## config.mk

```make
export PLATFORM = sky130hd
export DESIGN_NAME = rand_byte_packer_flat
export DESIGN_NICKNAME = d
export VERILOG_FILES = /design/src/rtl/rand_byte_packer_if.sv /design/src/rtl/rand_byte_packer.sv /design/src/flat_wrapper.sv
export SDC_FILE = /design/constraint.sdc
export NUM_CORES = 1
export LEC_CHECK = 0
export CORE_AREA = 2 2 104 81
export CTS_CLUSTER_SIZE = 16
export DETAILED_ROUTE_END_ITERATION = 12
export DIE_AREA = 0 0 106 83
export PLACE_DENSITY = 0.64
export SYNTH_ARGS = -nofsm -noshare
export SYNTH_HDL_FRONTEND = slang
export SYNTH_SLANG_ARGS = --single-unit
export TNS_END_PERCENT = 5
```

## constraint.sdc

```tcl
create_clock -name clk -period 3.8 [get_ports clk]
set_clock_uncertainty 0.1 [all_clocks]
set_input_delay 0.95 -clock clk [delete_from_list [all_inputs] [get_ports clk]]
set_output_delay 0.95 -clock clk [all_outputs]
set_load 0.01 [all_outputs]
```

## src/rtl/rand_byte_packer_if.sv

```systemverilog
// Symbol input, word output and status bundle for rand_byte_packer.
// slave = packer side, master = symbol source / word consumer side.
interface rand_byte_packer_if #(
    parameter int SYM_W      = 2,
    parameter int WORD_W     = 8,
    parameter int FIFO_DEPTH = 4
);
    localparam int LVL_W = $clog2(FIFO_DEPTH + 1);

    logic              i_sym_valid;
    logic [SYM_W-1:0]  i_sym;
    logic              i_clr;
    logic [WORD_W-1:0] o_word;
    logic              o_word_valid;
    logic              i_word_ready;
    logic [LVL_W-1:0]  o_level;
    logic              o_overflow;
    logic              o_stuck;

    modport master (
        output i_sym_valid, i_sym, i_clr, i_word_ready,
        input  o_word, o_word_valid, o_level, o_overflow, o_stuck
    );

    modport slave (
        input  i_sym_valid, i_sym, i_clr, i_word_ready,
        output o_word, o_word_valid, o_level, o_overflow, o_stuck
    );
endinterface

```

## src/rtl/rand_byte_packer.sv

```systemverilog
// Generic synchronous FIFO; head word read straight from registered storage.
// Latency: push visible at head one cycle later.
// Backpressure: push_rdy low only when full with no pop in the same cycle.
module fifo #(
    parameter  int W     = 8,
    parameter  int DEPTH = 4,
    localparam int LVL_W = $clog2(DEPTH + 1),
    localparam int PTR_W = (DEPTH > 1) ? $clog2(DEPTH) : 1
) (
    input  logic             clk,
    input  logic             rst_n,
    input  logic             push_vld,
    input  logic [W-1:0]     push_dat,
    output logic             push_rdy,
    output logic             pop_vld,
    input  logic             pop_rdy,
    output logic [W-1:0]     pop_dat,
    output logic [LVL_W-1:0] level
);
    localparam logic [LVL_W-1:0] FULL_LVL = LVL_W'(DEPTH);
    localparam logic [PTR_W-1:0] LAST_PTR = PTR_W'(DEPTH - 1);

    logic [W-1:0]     mem [DEPTH];
    logic [PTR_W-1:0] wr_ptr;
    logic [PTR_W-1:0] rd_ptr;
    logic             push;
    logic             pop;

    assign pop_vld  = (level != '0);
    assign pop      = pop_vld && pop_rdy;
    assign push_rdy = (level != FULL_LVL) || pop;
    assign push     = push_vld && push_rdy;
    assign pop_dat  = mem[rd_ptr];

    always_ff @(posedge clk or negedge rst_n) begin
        if (!rst_n) begin
            for (int i = 0; i < DEPTH; i++) mem[i] <= '0;
            wr_ptr <= '0;
            rd_ptr <= '0;
            level  <= '0;
        end else begin
            if (push) begin
                mem[wr_ptr] <= push_dat;
                wr_ptr      <= (wr_ptr == LAST_PTR) ? '0 : wr_ptr + 1'b1;
            end
            if (pop) rd_ptr <= (rd_ptr == LAST_PTR) ? '0 : rd_ptr + 1'b1;
            case ({push, pop})
                2'b10:   level <= level + 1'b1;
                2'b01:   level <= level - 1'b1;
                default: level <= level;
            endcase
        end
    end
endmodule

// Packs random symbols LSB-first into words, buffers them, flags stuck source.
// Latency: a completed word is at the FIFO head the cycle after its last symbol.
// Backpressure: none on symbols; a word arriving at a full, non-draining FIFO is dropped.
module rand_byte_packer #(
    parameter int SYM_W      = 2,
    parameter int WORD_W     = 8,
    parameter int FIFO_DEPTH = 4,
    parameter int RPT_LIMIT  = 8
) (
    input  logic               clk,
    input  logic               rst_n,
    rand_byte_packer_if.slave  bus
);
    localparam int SPW   = WORD_W / SYM_W;
    localparam int IDX_W = (SPW > 1) ? $clog2(SPW) : 1;
    localparam int RPT_W = $clog2(RPT_LIMIT + 1);
    localparam int LVL_W = $clog2(FIFO_DEPTH + 1);

    localparam logic [IDX_W-1:0] IDX_LAST = IDX_W'(SPW - 1);
    localparam logic [RPT_W-1:0] RPT_MAX  = RPT_W'(RPT_LIMIT);
    localparam logic [RPT_W-1:0] RPT_ONE  = RPT_W'(1);

    logic [WORD_W-1:0] acc;
    logic [WORD_W-1:0] word_full;
    logic [IDX_W-1:0]  idx;
    logic              word_done;
    logic              push_rdy;
    logic              drop;

    logic [SYM_W-1:0]  prev_sym;
    logic              prev_vld;
    logic [RPT_W-1:0]  rpt;
    logic [RPT_W-1:0]  rpt_nxt;
    logic              overflow;
    logic              stuck;

    logic [WORD_W-1:0] head_dat;
    logic              head_vld;
    logic [LVL_W-1:0]  level;

    // Completed word includes the symbol being accepted this cycle.
    always_comb begin
        word_full = acc;
        word_full[idx*SYM_W +: SYM_W] = bus.i_sym;
    end

    assign word_done = bus.i_sym_valid && (idx == IDX_LAST);
    assign drop      = word_done && !push_rdy;

    always_ff @(posedge clk or negedge rst_n) begin
        if (!rst_n) begin
            acc <= '0;
            idx <= '0;
        end else if (bus.i_sym_valid) begin
            acc <= word_full;
            idx <= (idx == IDX_LAST) ? '0 : idx + 1'b1;
        end
    end

    fifo #(
        .W     (WORD_W),
        .DEPTH (FIFO_DEPTH)
    ) u_fifo (
        .clk      (clk),
        .rst_n    (rst_n),
        .push_vld (word_done),
        .push_dat (word_full),
        .push_rdy (push_rdy),
        .pop_vld  (head_vld),
        .pop_rdy  (bus.i_word_ready),
        .pop_dat  (head_dat),
        .level    (level)
    );

    always_comb begin
        rpt_nxt = RPT_ONE;
        if (prev_vld && (bus.i_sym == prev_sym))
            rpt_nxt = (rpt == RPT_MAX) ? rpt : rpt + 1'b1;
    end

    // Clear wins over same-cycle flag events, but a same-cycle symbol still seeds the run.
    always_ff @(posedge clk or negedge rst_n) begin
        if (!rst_n) begin
            prev_sym <= '0;
            prev_vld <= 1'b0;
            rpt      <= '0;
            overflow <= 1'b0;
            stuck    <= 1'b0;
        end else if (bus.i_clr) begin
            overflow <= 1'b0;
            stuck    <= 1'b0;
            prev_vld <= bus.i_sym_valid;
            rpt      <= bus.i_sym_valid ? RPT_ONE : '0;
            if (bus.i_sym_valid) prev_sym <= bus.i_sym;
        end else begin
            if (drop) overflow <= 1'b1;
            if (bus.i_sym_valid) begin
                prev_sym <= bus.i_sym;
                prev_vld <= 1'b1;
                rpt      <= rpt_nxt;
                if (rpt_nxt == RPT_MAX) stuck <= 1'b1;
            end
        end
    end

    assign bus.o_word       = head_dat;
    assign bus.o_word_valid = head_vld;
    assign bus.o_level      = level;
    assign bus.o_overflow   = overflow;
    assign bus.o_stuck      = stuck;
endmodule

```

## src/flat_wrapper.sv

```systemverilog
// flat-port wrapper written by rule: the top's interface ports become plain ports
module rand_byte_packer_flat 
#(
    parameter int SYM_W      = 2,
    parameter int WORD_W     = 8,
    parameter int FIFO_DEPTH = 4,
    parameter int RPT_LIMIT  = 8
)
  (clk, rst_n, bus_i_sym_valid, bus_i_sym, bus_i_clr, bus_i_word_ready, bus_o_word, bus_o_word_valid, bus_o_level, bus_o_overflow, bus_o_stuck);
  rand_byte_packer_if #(.SYM_W(SYM_W), .WORD_W(WORD_W), .FIFO_DEPTH(FIFO_DEPTH)) bus_i ();
  input  logic clk;
  input  logic rst_n;
  input wire logic [$bits(bus_i.i_sym_valid)-1:0] bus_i_sym_valid;
  input wire logic [$bits(bus_i.i_sym)-1:0] bus_i_sym;
  input wire logic [$bits(bus_i.i_clr)-1:0] bus_i_clr;
  input wire logic [$bits(bus_i.i_word_ready)-1:0] bus_i_word_ready;
  output wire logic [$bits(bus_i.o_word)-1:0] bus_o_word;
  output wire logic [$bits(bus_i.o_word_valid)-1:0] bus_o_word_valid;
  output wire logic [$bits(bus_i.o_level)-1:0] bus_o_level;
  output wire logic [$bits(bus_i.o_overflow)-1:0] bus_o_overflow;
  output wire logic [$bits(bus_i.o_stuck)-1:0] bus_o_stuck;
  assign bus_i.i_sym_valid = bus_i_sym_valid;
  assign bus_i.i_sym = bus_i_sym;
  assign bus_i.i_clr = bus_i_clr;
  assign bus_i.i_word_ready = bus_i_word_ready;
  assign bus_o_word = bus_i.o_word;
  assign bus_o_word_valid = bus_i.o_word_valid;
  assign bus_o_level = bus_i.o_level;
  assign bus_o_overflow = bus_i.o_overflow;
  assign bus_o_stuck = bus_i.o_stuck;
  rand_byte_packer #(.SYM_W(SYM_W), .WORD_W(WORD_W), .FIFO_DEPTH(FIFO_DEPTH), .RPT_LIMIT(RPT_LIMIT)) u_core (.clk(clk), .rst_n(rst_n), .bus(bus_i));
endmodule
```

* Yosys cells after proc, flatten, opt, wreduce, memory -nomap -nowiden
Index checks and enable logic that the tools add are counted. W data, S select, Z words.
Storage, ports and cells: register bits after elaboration 58, RAM bits 0, bits of input ports 7, bits in latches 0, bits in read-only memories 0, memories 0, logic and storage cells 74
Operators by class: add/sub/neg operators 7, multiply operators 0, reductions and logical operators 14, div/mod/pow operators 0, equality and inequality tests 9, bitwise gates (word level) 2, shift operators 2, order comparisons 3, multiplexer cells 23
Operator list (count):
- $neg A3 Y34 | 1
- $shift A2 B34 Y8 const A | 1
- $shiftx A2 B34 Y8 | 1
- $bwmux W32 | 1
- $mux W8 | 3
- $bmux W8 S2 | 1
- $demux W8 S2 | 1
- $mux W4 | 4
- $bwmux W8 | 1
- $eq A2 B2 Y1 const B | 4
- $eq A4 B4 Y1 const B | 2
- $mux W1 | 8
- $reduce_bool A2 Y1 | 4
- $add A2 B1 Y2 const B | 3
- $ge A3 B3 Y1 const B | 2
- $logic_and A1 B1 Y1 | 6
- $mux W2 | 3
- $not A2 Y3 | 2
- $pmux W3 S2 | 1
- $add A4 B1 Y4 const B | 1
- $add A3 B1 Y3 const B | 1
- $lt A3 B1 Y1 const B | 1
- $ne A3 B3 Y1 const B | 1
- $reduce_bool A3 Y1 | 1
- other kinds (6) | 6

* Logic depth before layout (Yosys ltp)
Gate-level depths: netlist (run 1).
depth after elaboration 7, gate-level depth with buffers 10, gate-level depth less buffers 10

* Modules after synthesis
A second synthesis (run 1) with hierarchy kept.
Second synthesis, totals: cell total of the unflattened synthesis 229, area, all modules 3106.7 um2
By module, submodules not included:
- fifo | times used 1, cells an instance 118, area an instance 1984.4 um2
- rand_byte_packer | times used 1, cells an instance 111, area an instance 1122.3 um2

* Least setup slack after synthesis (run 1)
OpenSTA, ideal clock, no wires.
path type input -> register, start point input port bus_i_word_ready, end point register u_core.u_fifo.level[2], library setup time 79 ps, path slack 1136 ps, stages 9, arrival time 2485 ps, cells stage by stage nor4b_4 > nor2_8 > inv_1 > ha_1 > inv_1 > fa_1 > xor2_1 > nor2_1 > xor2_1
On the way: cells in the longest elaborated chain, start to end 5, elaborated cells between the ends (all ways) 7, classes of those cells eq/ne (2); mux (1); reduce/logical (4)
RTL lines:
- start: declaration | RTL line flat_wrapper.sv:16 | input wire logic [$bits(bus_i.i_word_ready)-1:0] bus_i_word_ready;
- $logic_and A1 B1 Y1 * | RTL line rand_byte_packer.sv:30 | assign pop = pop_vld && pop_rdy;
- $logic_or A1 B1 Y1 | RTL line rand_byte_packer.sv:31 | assign push_rdy = (level != FULL_LVL) || pop;
- $logic_and A1 B1 Y1 | RTL line rand_byte_packer.sv:32 | assign push = push_vld && push_rdy;
- $eq A2 B1 Y1 / $eq A2 B2 Y1 (equally long branches) | RTL line rand_byte_packer.sv:47 | case ({push, pop})
- $pmux W3 S2 / $reduce_bool A2 Y1 (equally long branches)
- end signal: assignment | RTL line rand_byte_packer.sv:48 | 2'b10: level <= level + 1'b1;
- end signal: assignment | RTL line rand_byte_packer.sv:49 | 2'b01: level <= level - 1'b1;
- end signal: assignment | RTL line rand_byte_packer.sv:50 | default: level <= level;
- end: declaration | RTL line rand_byte_packer.sv:18 | output logic [LVL_W-1:0] level
Mark *: on every way between the ends. The rest lies on a longest branch, timed or not. A chain may end at the register's enable or synchronous reset.

* Worst setup path after layout (run 1)
start point register u_core.u_fifo.rd_ptr[0], end point output port bus_o_word[2]
On the way: cells in the longest elaborated chain, start to end 4
RTL lines:
- start: declaration | RTL line rand_byte_packer.sv:25 | logic [PTR_W-1:0] rd_ptr;
- start signal: assignment | RTL line rand_byte_packer.sv:46 | if (pop) rd_ptr <= (rd_ptr == LAST_PTR) ? '0 : rd_ptr + 1'b1;
- $not A2 Y3 (implied by the code) | RTL line rand_byte_packer.sv:33 | assign pop_dat = mem[rd_ptr];
- $bmux W8 S2 | RTL line rand_byte_packer.sv:33
- $mux W8 (implied by the code) (2 in series) | RTL line rand_byte_packer.sv:33
- end: declaration | RTL line flat_wrapper.sv:17 | output wire logic [$bits(bus_i.o_word)-1:0] bus_o_word;
Every way passes these cells. The select of a mux whose other input is x is not followed.

==> metrics.txt, run 1 <==
status=finished clean; post-synth cell types=36; hold slack=0.376 ns; Die ar.=8800 µm²; syn_area_per_cell=13.9 µm²; CTS tree=yes; Worst-path clk slew=0.07 ns; layout cells sized above 1=31.1%; Synth top cells by count=58 x dfrtp_1, 32 x mux2_4, 19 x inv_1; Pre-antenna DRT Iters=4; Clk pwr share=27.0%; vias in the first global route=1764; max_cap viols=0; CTS max path bufs=2; Critical Path RT=2.75 ns; hold path depth=1; Final ANT Viol Nets=0; Worst R2R Setup Slack=1.46 ns; Layout Area Growth over Synthesis=18.8%; worst skew pair latency=0.34 ns; number of synthesized flops with an enable pin=0; setup_tns=0 ns; Post-Layout Cell Count=359; Post-Syn Area=3050 µm²; startpoint types=flop; GRT Util Overall=13.7%; Mapped Nets=241; Worst setup EP type=primary output; RePlAce Congestion=0.759; starting density of the core=39.4%; CTS H-Tree Depth=3; hold_sp=u_core.prev_vld; antenna violations before repair=0; largest area contributor in the netlist=dfrtp_1; crit path time final=3.24 ns; root buf cell=clkbuf_8; initial DRC count=76; sequential share of the synthesized area=47.5%; most frequent cell after synthesis=dfrtp_1; critical path cell sequence=mux4_2 -> clkdlybuf4s50_1; Least-Margin Pin Slew=0.807 ns; worst-case vdd ir drop=0.515 mV; DP Wirelength=3720 µm; Vias=1763; Fmax achieved=308 MHz; P per Cell Area=725 nW/µm²; clock sinks=58; placed cell area=3380 µm²; Switching Power=0.848 mW; post-CTS sizing=0; RSZ-0062 raised after global routing=false; # setup viols final=0; Row Count=28; relative slew slack=46.2%; Slowest cell on crit path=dfrtp_1; Cells after Synth=220; first-pass GRT wire length=9250 µm; Final Power=2.63 mW; port buffer count=20; setup repair bufs after CTS=0; die height=83 µm; Sw Share=32.2%; antenna cells=0; wire per inst=15.2 µm; leading post-synthesis cells by cell area=dfrtp_1 48%, mux2_4 16%, mux4_2 5.9%, ha_1 5.3%, mux2_2 4.8%; Finished Cell Area=3630 µm²; Ys Warns=0; CTS Buf Count=9; Ports=21; ratio of final minimum period to clock period=85.4%; top cell type's share of synthesized area=47.5%; Pins Over Slew Limit=0; Leakage=1.73 nW; R2R depth=9; area of the core=7740 µm²; # fillers=688; Worst Hold Path EP=u_core.prev_vld; Reg2Reg Capture Point=u_core.u_fifo.level[2]; Post-CTS Hold Fix Bufs=0; Pint=1.78 mW; largest net degree at the start of global routing=36; # DRC=0; Die X=106 µm; Final nets=270; final wirelength=5460 µm; Seq pwr share=38.0%; Worst EP arrival=2.19 ns; via/cell ratio=4.91; Setup Crit Path Kind=flop to primary output; Logic pwr share=35.0%; synthesis-stage register bit count=58; CP max stage delay=0.75 ns; async set or reset register ratio after synthesis=100%; Main synth FF type=dfrtp_1; grt ovf=0; number of placed cells counting well taps=343; critical path fanouts, max=11; Min-Delay Path Class=flop to flop; Reg-to-Reg Start=u_core.u_fifo.level[1]; Final Hold Viols=0
per-stage QoR:
stage          setup WS [ns]  utilization, %
2_1_floorplan           1.14               -
3_3_place_gp           0.585            43.6
3_5_place_dp           0.532            43.6
4_1_cts                0.511            46.8
5_1_grt                0.410            46.8
6_report               0.555            46.8
how the worst max path moves through the flow:
| stage | slack (ns) | end | startpoint |
|---|---|---|---|
| after global routing | 0.41 | bus_o_word[7] | u_core.u_fifo.rd_ptr[0] |
| after floorplan | 1.14 | u_core.u_fifo.level[2] | bus_i_word_ready |
| after global placement | 0.59 | u_core.u_fifo.level[2] | bus_i_word_ready |
| after CTS | 0.51 | bus_o_word[7] | u_core.u_fifo.rd_ptr[0] |
| final | 0.56 | bus_o_word[2] | u_core.u_fifo.rd_ptr[0] |
| after detailed placement | 0.53 | u_core.u_fifo.level[2] | bus_i_word_ready |
sequential cells by signal (all words and copies together) (netlist names):
| name | cells |
|---|---|
| u_core.acc | 8 |
| u_core.bus.o_overflow | 1 |
| u_core.bus.o_stuck | 1 |
| u_core.idx | 2 |
| u_core.prev_sym | 2 |
| u_core.prev_vld | 1 |
| u_core.rpt | 4 |
| u_core.u_fifo.level | 3 |
| u_core.u_fifo.mem | 32 |
| u_core.u_fifo.rd_ptr | 2 |
| u_core.u_fifo.wr_ptr | 2 |
per-layer routing:
metal	wire, µm	track usage, %	part of all wire, %
met1	2820	20.3	52
met2	2400	18.8	44
met3	201	4.79	3.7
met4	37	3.59	0.68
met5	0	0	0
final cells by class:
cell class | count | area [µm²] | share of cell area [%]
multi-input cells | 139 | 1510 | 41.7
flip-flops and latches | 58 | 1450 | 40.0
repair buffers | 22 | 210 | 5.80
well taps | 105 | 131 | 3.62
clock inverters | 7 | 125 | 3.45
clock buffers | 9 | 124 | 3.41
inverters | 19 | 71.3 | 1.97
worst max-delay path, delay by kind of cell, from the launching register on:
kind	cells	cell delay, ns
muxes	1	0.61
buffers and inverters	1	0.49
DFF	1	0.75
kinds of logic after synthesis:
| kind of cell | count (synthesis) | synth area share (%) |
|---|---|---|
| DFF | 58 | 47.5 |
| buffers and inverters | 23 | 2.87 |
| xor gates and xnor gates | 7 | 2.01 |
| adders and majority gates | 14 | 5.98 |
| and+or+nand+nor | 44 | 11.2 |
| AOI/OAI and AO/OA | 21 | 3.98 |
| muxes | 53 | 26.4 |
layout by cell type, fill, tap and decap left out, types with 2 or more instances in the layout:
cell type         n
inv_6             2
nor3_1            2
mux2_4           32
o21ai_0          12
bufinv_16         3
nand3_1           7
a31oi_1           2
nand2_8           4
inv_1            19
ha_1             13
buf_4             2
nand2_1           6
nand4_1           2
mux4_2            8
xnor2_1           5
dfrtp_1          58
mux2_2           13
and3_1            2
nor3b_1           3
a21o_1            2
clkinv_4          2
a21oi_1           3
clkdlybuf4s50_1  19
nand2b_1          2
clkbuf_8          9
nor2_1            4
nor2b_1           4
xor2_1            2
power groups by stage:
stage | Combinational, mW | Clock (mW) | Sequential (mW)
after floorplan | 0.718 | 0 | 0.930
after global placement | 0.906 | 0 | 1.00
after detailed placement | 0.924 | 0 | 1.01
after CTS | 0.934 | 0.723 | 1.00
after global routing | 1.01 | 0.759 | 1.03
final | 0.921 | 0.710 | 0.999
Power figures use the tool's default switching activity.
==> run 2: changes to the inputs <==
- ABC_AREA: not set -> 1
- CORE_AREA: 2 2 104 81 -> 2 2 103 80
- DIE_AREA: 0 0 106 83 -> 0 0 105 82
==> run 2 against run 1 <==
Sequential cell count unchanged; sequential share of layout area is 2.0 points higher; critical path depth rose by 3; global-route usage is 4.0 points higher; combinational power rose by 16%; final area decreased by 4.7%; worst setup slack got worse by 0.059 ns; worst hold slack improved by 0.0061 ns; first-iteration DRC count grew to 3.0 times the previous value; via count increased by 37%; sequential power is 5.9% lower; critical endpoint is now bus_o_word[7]; highest routed layer unchanged.
==> metrics.txt, run 2 <==
max_cap viols=0 (unchanged); Die X=105 µm (-0.94%); Reg2Reg Capture Point=u_core.u_fifo.level[2]; CTS H-Tree Depth=3 (unchanged); setup repair bufs after CTS=0 (unchanged); clock sinks=58 (unchanged); multi-input logic area=1290 µm² (-15%); post-CTS sizing=0 (unchanged); Mapped Nets=378 (+57%); worst skew pair latency=0.35 ns (about the same); commonest cells after routing, fill and taps aside=90 x nand2_1, 60 x o21ai_0, 58 x dfrtp_1, 38 x inv_1, 27 x nor2_1; Post-CTS Hold Fix Bufs=0 (unchanged); startpoint types=flop; hold slack=0.382 ns (+0.00612 ns); first-pass GRT wire length=11700 µm (+27%); vias in the first global route=2411 (+37%); leading post-synthesis cells by cell area=dfrtp_1 49%, nand2_1 11%, o21ai_0 10%, ha_1 5.5%, inv_1 4.8%; RePlAce Congestion=0.775 (+2.1%); crit path time final=3.30 ns (+0.0590 ns); Reg-to-Reg Start=u_core.idx[0]; Final ANT Viol Nets=0 (unchanged); Min-Delay Path Class=flop to flop; DP Worst Slack=0.781 ns (+0.249 ns); DP Wirelength=4570 µm (+23%); Final nets=403 (+49%); CTS max path bufs=2 (unchanged); commonest non-fill, non-tap cell in the layout=nand2_1; Die ar.=8610 µm² (-2.1%); Ports=21 (unchanged); Layout Area Growth over Synthesis=17.4%; relative slew slack=62.4% (+16 points); top cell type's share of synthesized area=49.3% (+1.7 points); critical path fanouts, max=19 (+8); Worst R2R Setup Slack=1.55 ns (+0.09 ns); hold path depth=2 (+1); Switching Power=1.03 mW (+22%); Setup Crit Path Kind=flop to primary output; largest net degree at the start of global routing=41 (+14%); Worst Hold Path EP=u_core.u_fifo.mem[19]; final wirelength=6860 µm (+26%); root buf cell=clkbuf_8; GRT Util Overall=17.7% (+4.0 points); worst-case vdd ir drop=0.305 mV (-41%); status=finished clean; Final Power=2.63 mW (+0.17%); Critical Path RT=2.75 ns (about the same); Fmax achieved=303 MHz (-1.8%); Pint=1.60 mW (-10%); # fillers=813 (+18%); antenna violations before repair=0 (unchanged); grt ovf=0 (unchanged); Ys Warns=0 (unchanged); Top reg by flops=u_core.u_fifo.mem; area of the core=7640 µm² (-1.4%); initial DRC count=229 (+200%); Sw Share=39.1% (+6.9 points); starting density of the core=38.6% (-0.87 points); wire per inst=13.9 µm (-8.3%); Row Count=28 (unchanged); Worst setup EP type=primary output; Main synth FF type=dfrtp_1; RSZ-0062 raised after global routing=false; # DRC=0 (unchanged); Least-Margin Pin Slew=0.565 ns (-0.242 ns); ratio of final minimum period to clock period=86.9% (+1.6 points); via/cell ratio=4.90 (-0.17%); Clk pwr share=23.6% (-3.4 points); CTS tree=yes; layout cells sized above 1=7.49% (-24 points); async set or reset register ratio after synthesis=100% (unchanged); syn_area_per_cell=8.25 µm² (-41%); synthesis-stage register bit count=58 (unchanged); setup_tns=0 ns (unchanged); Seq pwr share=35.7% (-2.3 points); final worst setup slack=0.496 ns (-0.0590 ns); FF/Latch Area=1450 µm² (unchanged); Pins Over Slew Limit=0 (unchanged); die height=82 µm (-1.2%); Final Hold Viols=0 (unchanged); Vias=2412 (+37%); Worst EP arrival=2.25 ns (+0.06 ns); most frequent cell after synthesis=nand2_1; P per Cell Area=762 nW/µm² (+5.1%); hold_sp=u_core.u_fifo.mem[19]; Leakage=1.69 nW (-2.1%); R2R depth=10 (+1); post-synth cell types=28 (-22%); # setup viols final=0 (unchanged); sequential share of the synthesized area=49.3% (+1.7 points); largest area contributor in the netlist=dfrtp_1; Pre-antenna DRT Iters=4 (unchanged); Cells after Synth=357 (+62%); Logic pwr share=40.8% (+5.8 points); Synth top cells by count=90 x nand2_1, 60 x o21ai_0, 58 x dfrtp_1; number of synthesized flops with an enable pin=0 (unchanged); biggest regs=u_core.u_fifo.mem x32, u_core.acc x8, u_core.rpt x4; CTS Buf Count=9 (unchanged); antenna cells=0 (unchanged); Post-Syn Area=2950 µm² (-3.5%); Worst-path clk slew=0.06 ns (about the same); max reg flops=32 (unchanged); port buffer count=20 (unchanged)
-- run 2: worst max path at each step --
stage | startpoint | endpoint | slack (ns)
2_1_floorplan | bus_i_sym_valid | u_core.u_fifo.level[2] | 1.09
3_3_place_gp | bus_i_word_ready | u_core.u_fifo.level[2] | 0.82
3_5_place_dp | bus_i_word_ready | u_core.u_fifo.level[2] | 0.78
4_1_cts | u_core.u_fifo.rd_ptr[0] | bus_o_word[7] | 0.52
5_1_grt | u_core.u_fifo.rd_ptr[0] | bus_o_word[7] | 0.30
6_report | u_core.u_fifo.rd_ptr[0] | bus_o_word[7] | 0.50
-- run 2: per-stage QoR --
stage          instances  utilization [%]  cell area (µm²)
2_1_floorplan        357                -             2950
3_3_place_gp         476             42.4             3240
3_5_place_dp         476             42.4             3240
4_1_cts              492             45.3             3460
5_1_grt              492             45.3             3460
6_report             492             45.3             3460
-- run 2: worst max-delay path, stage by stage (launching register included) --
cell and delay [ns]:
dfrtp_1 0.36, buf_4 0.20, inv_1 0.42, o21ai_0 0.18, o22ai_1 0.18, clkdlybuf4s50_1 0.57
-- run 2: cells by family (layout without fill, tap and decap cells) --
| family | count (synthesis) | in the layout | synth area share [%] |
|---|---|---|---|
| simple gates | 139 | 139 | 19.8 |
| flops | 58 | 58 | 49.3 |
| fa+ha+maj | 14 | 14 | 6.20 |
| compound gates | 95 | 95 | 17.2 |
| buf+inv | 49 | 79 | 7.01 |
| xor+xnor | 2 | 2 | 0.595 |
-- run 2: final cells by class --
class | count | area share, %
Inverter | 39 | 4.23
Clock buffer | 15 | 5.39
Tap cell | 105 | 3.80
Sequential cell | 58 | 42.0
Multi-Input combinational cell | 250 | 37.2
Timing Repair Buffer | 24 | 6.51
Clock inverter | 1 | 0.868
-- run 2: metal layers --
layer  up-vias  wire (µm)  global-route usage (%)  part of all wire, %
li1       1220          -                       -                    -
met1      1130       3380                    23.5                   49
met2        52       2980                    27.9                   43
met3        10        393                    5.24                  5.7
met4         0        105                    6.00                  1.5
met5         -          0                       0                    0
-- run 2: power groups by stage --
stage | registers (mW) | clock network (mW) | logic, mW
2_1_floorplan | 0.919 | 0 | 0.699
6_report | 0.940 | 0.621 | 1.07
3_5_place_dp | 0.946 | 0 | 1.07
3_3_place_gp | 0.943 | 0 | 1.06
4_1_cts | 0.938 | 0.628 | 1.08
5_1_grt | 0.965 | 0.656 | 1.22
==> RTL edit 1 (settings of run 1) <==
`SYM_W` is set to 2 in 3 places; all go to 4.
--- a/src/rtl/rand_byte_packer_if.sv
+++ b/src/rtl/rand_byte_packer_if.sv
@@ -1,7 +1,7 @@
 // Symbol input, word output and status bundle for rand_byte_packer.
 // slave = packer side, master = symbol source / word consumer side.
 interface rand_byte_packer_if #(
-    parameter int SYM_W      = 2,
+    parameter int SYM_W      = 4,
     parameter int WORD_W     = 8,
     parameter int FIFO_DEPTH = 4
 );
--- a/src/rtl/rand_byte_packer.sv
+++ b/src/rtl/rand_byte_packer.sv
@@ -57,7 +57,7 @@
 // Latency: a completed word is at the FIFO head the cycle after its last symbol.
 // Backpressure: none on symbols; a word arriving at a full, non-draining FIFO is dropped.
 module rand_byte_packer #(
-    parameter int SYM_W      = 2,
+    parameter int SYM_W      = 4,
     parameter int WORD_W     = 8,
     parameter int FIFO_DEPTH = 4,
     parameter int RPT_LIMIT  = 8
--- a/src/flat_wrapper.sv
+++ b/src/flat_wrapper.sv
@@ -1,7 +1,7 @@
 // flat-port wrapper written by rule: the top's interface ports become plain ports
 module rand_byte_packer_flat 
 #(
-    parameter int SYM_W      = 2,
+    parameter int SYM_W      = 4,
     parameter int WORD_W     = 8,
     parameter int FIFO_DEPTH = 4,
     parameter int RPT_LIMIT  = 8
Interface: changed (resized bus_i_sym); port bits go from 21 to 23. No check against the original RTL was run, so the function may have changed too.
==> RTL edit 1 against run 1 <==
- sequential cell count increased by 1
- total power increased by 15%
- routed wire length decreased by 0.82%
- cell area decreased by 1.4%
- synthesized area decreased by 1.3%
- critical path depth unchanged
- worst setup slack got worse by 0.023 ns
- core utilization decreased by 0.65 points
- highest routed layer unchanged
==> RTL edit 1: results (changes against run 1) <==
| Metric | Value |
|---|---|
| Final wirelength | 5.41 mm (was 5.46 mm) |
| WHS Path Cells | 1 (unchanged) |
| Sequential-to-total area share from yosys stat | 49.0% (was 47.5%) |
| Worst hold endpoint | u_core.prev_vld$_DFFE_PN0P_ (unchanged) |
| Post-DP HPWL | 3.69 mm (was 3.72 mm) |
| FFs w/ async S/R, synth | 100% (unchanged) |
| Layout cells sized above 1 | 37.1% (was 31.1%) |
| Status | finished clean (unchanged) |
| Syn_area_per_cell | 14.8 µm² (was 13.9 µm²) |
| Worst Hold Launch | u_core.prev_vld$_DFFE_PN0P_ (unchanged) |
| Mux contribution to synthesized area | 29.8% (was 26.4%) |
| Synth area leaders | dfrtp_1, mux2_4, mux2_2 (was dfrtp_1, mux2_4, mux4_2) |
| Dpl cells | 326 (was 343) |
| Worst IR Drop VDD | 0.441 mV (was 0.515 mV) |
| Root Buffer | clkbuf_8 (unchanged) |
| Resize count post-CTS | 0 (unchanged) |
| Layout filler cell count | 696 (was 688) |
| Largest net degree at the start of global routing | 24 (was 36) |
| Worst-Skew Late Latency | 0.34 ns (about the same) |
| Critical Path AT | 2.22 ns (was 2.19 ns) |
| Num CTS Buffers | 9 (unchanged) |
| First-pass GRT wire length | 8.98 mm (was 9.25 mm) |
| Vias/cell | 4.89 (was 4.91) |
| DRT iter0 DRCs | 49 (was 76) |
| Synth Area in Compound Gates | 3.70% (was 3.98%) |
| Commonest cells post-synth | dfrtp_1, mux2_4, mux2_2 (was dfrtp_1, mux2_4, inv_1) |
| Max-Slew Margin vs Limit | 54.9% (was 46.2%) |
| FF-to-FF Start | u_core.idx$_DFFE_PN0P_ (was u_core.u_fifo.level[1]$_DFFE_PN0P_) |
| Clock Tree Buf Depth | 2 (unchanged) |
| Regs by FF count | u_core.u_fifo.mem: 32 flops, u_core.acc: 8 flops (was u_core.u_fifo.mem: 32 flops, u_core.acc: 8 flops, u_core.rpt: 4 flops) |
| Total global-route track usage | 13.5% (was 13.7%) |
| Reg clk slew, reported paths | 0.07 ns (about the same) |
| H-tree depth | 3 (unchanged) |
| Port Buffers | 22 (was 20) |
| HP Class | flip-flop to flip-flop (unchanged) |
| Pleak | 1.61 nW (was 1.73 nW) |
| Total inserted antenna cells | 0 (unchanged) |
| Vias in the first global route | 1,704 (was 1,764) |
| Post-CTS Setup Repair Bufs | 0 (unchanged) |
| Drt first pass iters | 5 (was 4) |
| Reg2reg end | u_core.u_fifo.level[2]$_DFFE_PN0P_ (unchanged) |
| Reg2reg setup slack | 1.34 ns (was 1.46 ns) |
| EDFF count, synth | 0 (unchanged) |
| Syn_nets | 221 (was 241) |
| Layout Cells excl Fill | 342 (was 359) |
| Post-Synth Adder-Cell Area | 3.99% (was 5.98%) |
| Library cells used by synthesis | 34 (was 36) |
| Nets@finish | 250 (was 270) |
| Xor/xnor share of the synthesized area | 2.62% (was 2.01%) |
| Gpl congestion | 0.788 (was 0.759) |
[RTL edit 1: changes by cell type after synthesis, sizes merged, moves of 5 or more]
cell	delta
inv	-8
ha	-5
mux2	+8
o21ai	-9
[RTL edit 1: worst max-delay path by stage]
stage                                         end                                 from  slack, ns  depth (start not counted)
3_5_place_dp   u_core.u_fifo.level[2]$_DFFE_PN0P_                     bus_i_word_ready       0.50                         10
3_3_place_gp   u_core.u_fifo.level[2]$_DFFE_PN0P_                     bus_i_word_ready       0.58                         10
5_1_grt                             bus_o_word[3]  u_core.u_fifo.rd_ptr[0]$_DFFE_PN0P_       0.41                          2
6_report                            bus_o_word[3]  u_core.u_fifo.rd_ptr[0]$_DFFE_PN0P_       0.53                          2
4_1_cts                             bus_o_word[3]  u_core.u_fifo.rd_ptr[0]$_DFFE_PN0P_       0.49                          2
2_1_floorplan  u_core.u_fifo.level[2]$_DFFE_PN0P_                     bus_i_word_ready       1.14                          9
[RTL edit 1: kinds of logic after synthesis]
family | Yosys count
multiplexers | 61
flip-flops | 59
AND/OR/NAND/NOR | 30
buffers and inverters | 18
AO/OA/AOI/OAI | 17
XOR/XNOR | 9
adder cells (fa/ha/maj) | 9
[RTL edit 1: layout make-up]
| type | instances | area share [%] |
|---|---|---|
| sequential | 59 | 41.3 |
| multi-input combinational | 126 | 40.9 |
| timing repair buffer | 25 | 6.65 |
| clock buffer | 12 | 4.34 |
| tap | 105 | 3.67 |
| clock inverter | 4 | 2.03 |
| inverter | 11 | 1.15 |
[RTL edit 1: per-layer routing]
| layer | up-vias | routed length (µm) | global-route usage [%] |
|---|---|---|---|
| met3 | 6 | 197 | 4.55 |
| li1 | 779 | - | - |
| met4 | 0 | 56 | 5.38 |
| met1 | 857 | 2950 | 20.2 |
| met5 | - | 0 | 0 |
| met2 | 31 | 2200 | 17.6 |
[RTL edit 1: worst max-delay path, stage by stage (launching register included)]
cell             delay, ns
dfrtp_1               0.77
mux4_2                0.61
clkdlybuf4s50_1       0.50
[RTL edit 1: per-stage QoR]
step / worst slack, ns / hold WS, ns / cell area (µm²)
2_1_floorplan: 1.14 / 0.341 / 3010
3_3_place_gp: 0.584 / 0.352 / 3350
3_5_place_dp: 0.501 / 0.370 / 3350
5_1_grt: 0.409 / 0.418 / 3580
4_1_cts: 0.491 / 0.386 / 3580
6_report: 0.532 / 0.387 / 3580
[RTL edit 1: power breakdown]
part / total [mW] / switching [mW] / leakage, nW / internal, mW
Clock: 0.651 / 0.247 / 0.113 / 0.404
Sequential: 1.13 / 0.233 / 0.715 / 0.896
Combinational: 1.24 / 0.454 / 0.779 / 0.791
==> RTL edit 2 (flow settings as in run 1) <==
Made on the original files. Make the reset (`rst_n`) synchronous in 3 clocked blocks.
--- a/src/rtl/rand_byte_packer.sv
+++ b/src/rtl/rand_byte_packer.sv
@@ -32,7 +32,7 @@
     assign push     = push_vld && push_rdy;
     assign pop_dat  = mem[rd_ptr];
 
-    always_ff @(posedge clk or negedge rst_n) begin
+    always_ff @(posedge clk) begin
         if (!rst_n) begin
             for (int i = 0; i < DEPTH; i++) mem[i] <= '0;
             wr_ptr <= '0;
@@ -102,7 +102,7 @@
     assign word_done = bus.i_sym_valid && (idx == IDX_LAST);
     assign drop      = word_done && !push_rdy;
 
-    always_ff @(posedge clk or negedge rst_n) begin
+    always_ff @(posedge clk) begin
         if (!rst_n) begin
             acc <= '0;
             idx <= '0;
@@ -134,7 +134,7 @@
     end
 
     // Clear wins over same-cycle flag events, but a same-cycle symbol still seeds the run.
-    always_ff @(posedge clk or negedge rst_n) begin
+    always_ff @(posedge clk) begin
         if (!rst_n) begin
             prev_sym <= '0;
             prev_vld <= 1'b0;
Function: differs if rst_n is asserted again (counterexample within 10 cycles, from zero or initial values and one cycle with rst_n low); with rst_n held inactive, the same outputs for 10 cycles.
==> RTL edit 2 against run 1 <==
- sequential cell count up 2
- cell area shrank 9.5%
- count of clock-buffer cells in the layout did not move
- global-route usage down 0.36 points
- routed wire length is the same
- critical path depth increased by 7
- worst setup slack improved by 0.049 ns
- synthesized area shrank 9.2%
- non-clock buffer count is 5 higher
Power is not compared: it rests on default switching activity, and its combinational part moved more than twofold at a synthesized area within 25%.
==> RTL edit 2: results (changes against run 1) <==
| Metric | Value |
|---|---|
| WHS Path Cells | 2 (was 1) |
| EDFF count, synth | 32 (was 0) |
| FF-to-FF Start | u_core.idx[0]$_SDFFE_PN0P_ (was u_core.u_fifo.level[1]$_DFFE_PN0P_) |
| Layout Cells excl Fill | 384 (was 359) |
| Library cells used by synthesis | 38 (was 36) |
| Post-DP HPWL | 3.72 mm (about the same) |
| Status | finished clean (unchanged) |
| Mux contribution to synthesized area | 9.75% (was 26.4%) |
| FFs w/ async S/R, synth | 0% (was 100%) |
| WL met3 | 202 µm (was 201 µm) |
| Dpl cells | 368 (was 343) |
| Critical Path AT | 3.35 ns (was 2.19 ns) |
| Vias in the first global route | 1,743 (was 1,764) |
| Reg2reg setup slack | 1.12 ns (was 1.46 ns) |
| Worst Hold Launch | u_core.acc[7]$_SDFFE_PN0P_ (was u_core.prev_vld$_DFFE_PN0P_) |
| Post-Synth Adder-Cell Area | 5.24% (was 5.98%) |
| DRT iter0 DRCs | 95 (was 76) |
| WL met2 | 2.35 mm (was 2.40 mm) |
| Met1 Usage GRT | 18.4% (was 20.3%) |
| Sequential-to-total area share from yosys stat | 54.9% (was 47.5%) |
| Post-Place Worst Slack | 0.273 ns (was 0.532 ns) |
| Most used DFF post-synth | edfxtp_1 (was dfrtp_1) |
| Max FO, Critical Path | 8 (was 11) |
| Fmax | 0.313 GHz (was 0.308 GHz) |
| Layout cells sized above 1 | 11.5% (was 31.1%) |
| Met2 GRT Util | 19.3% (was 18.8%) |
| Actual slew at the worst max-slew pin | 0.569 ns (was 0.807 ns) |
| Post-synthesis cell count | 248 (was 220) |
| Synth area leaders | edfxtp_1, dfxtp_1, mux4_2 (was dfrtp_1, mux2_4, mux4_2) |
| Total global-route track usage | 13.3% (was 13.7%) |
| CP max-delay cell | clkdlybuf4s50_1 (was dfrtp_1) |
| Gpl congestion | 0.777 (was 0.759) |
| Nets@finish | 292 (was 270) |
| Syn_nets | 266 (was 241) |
| WL per Instance | 14.2 µm (was 15.2 µm) |
==> RTL edit 2: cell count changes after synthesis, moves of 9 or more <==
| cell | change |
|---|---|
| dfxtp_1 | +28 |
| nor2_1 | +44 |
| mux2_4 | -32 |
| mux2i_1 | +9 |
| a21oi_1 | +11 |
| edfxtp_1 | +32 |
| mux2_2 | -13 |
| inv_1 | -9 |
| dfrtp_1 | -58 |
==> RTL edit 2: layout make-up <==
type	instances	area [µm²]	share of cell area (%)
multi-input combinational	165	1140	34.6
clock inverter	7	76.3	2.32
sequential	60	1520	46.3
timing repair buffer	27	253	7.70
inverter	11	41.3	1.26
clock buffer	9	124	3.77
tap	105	131	4.00
==> RTL edit 2: power by group <==
part | internal, mW | total [mW] | switching [mW] | leakage (nW)
Clock | 0.305 | 0.571 | 0.265 | 0.0958
Combinational | 0.0511 | 0.116 | 0.0652 | 0.489
Sequential | 0.703 | 0.716 | 0.0135 | 0.559
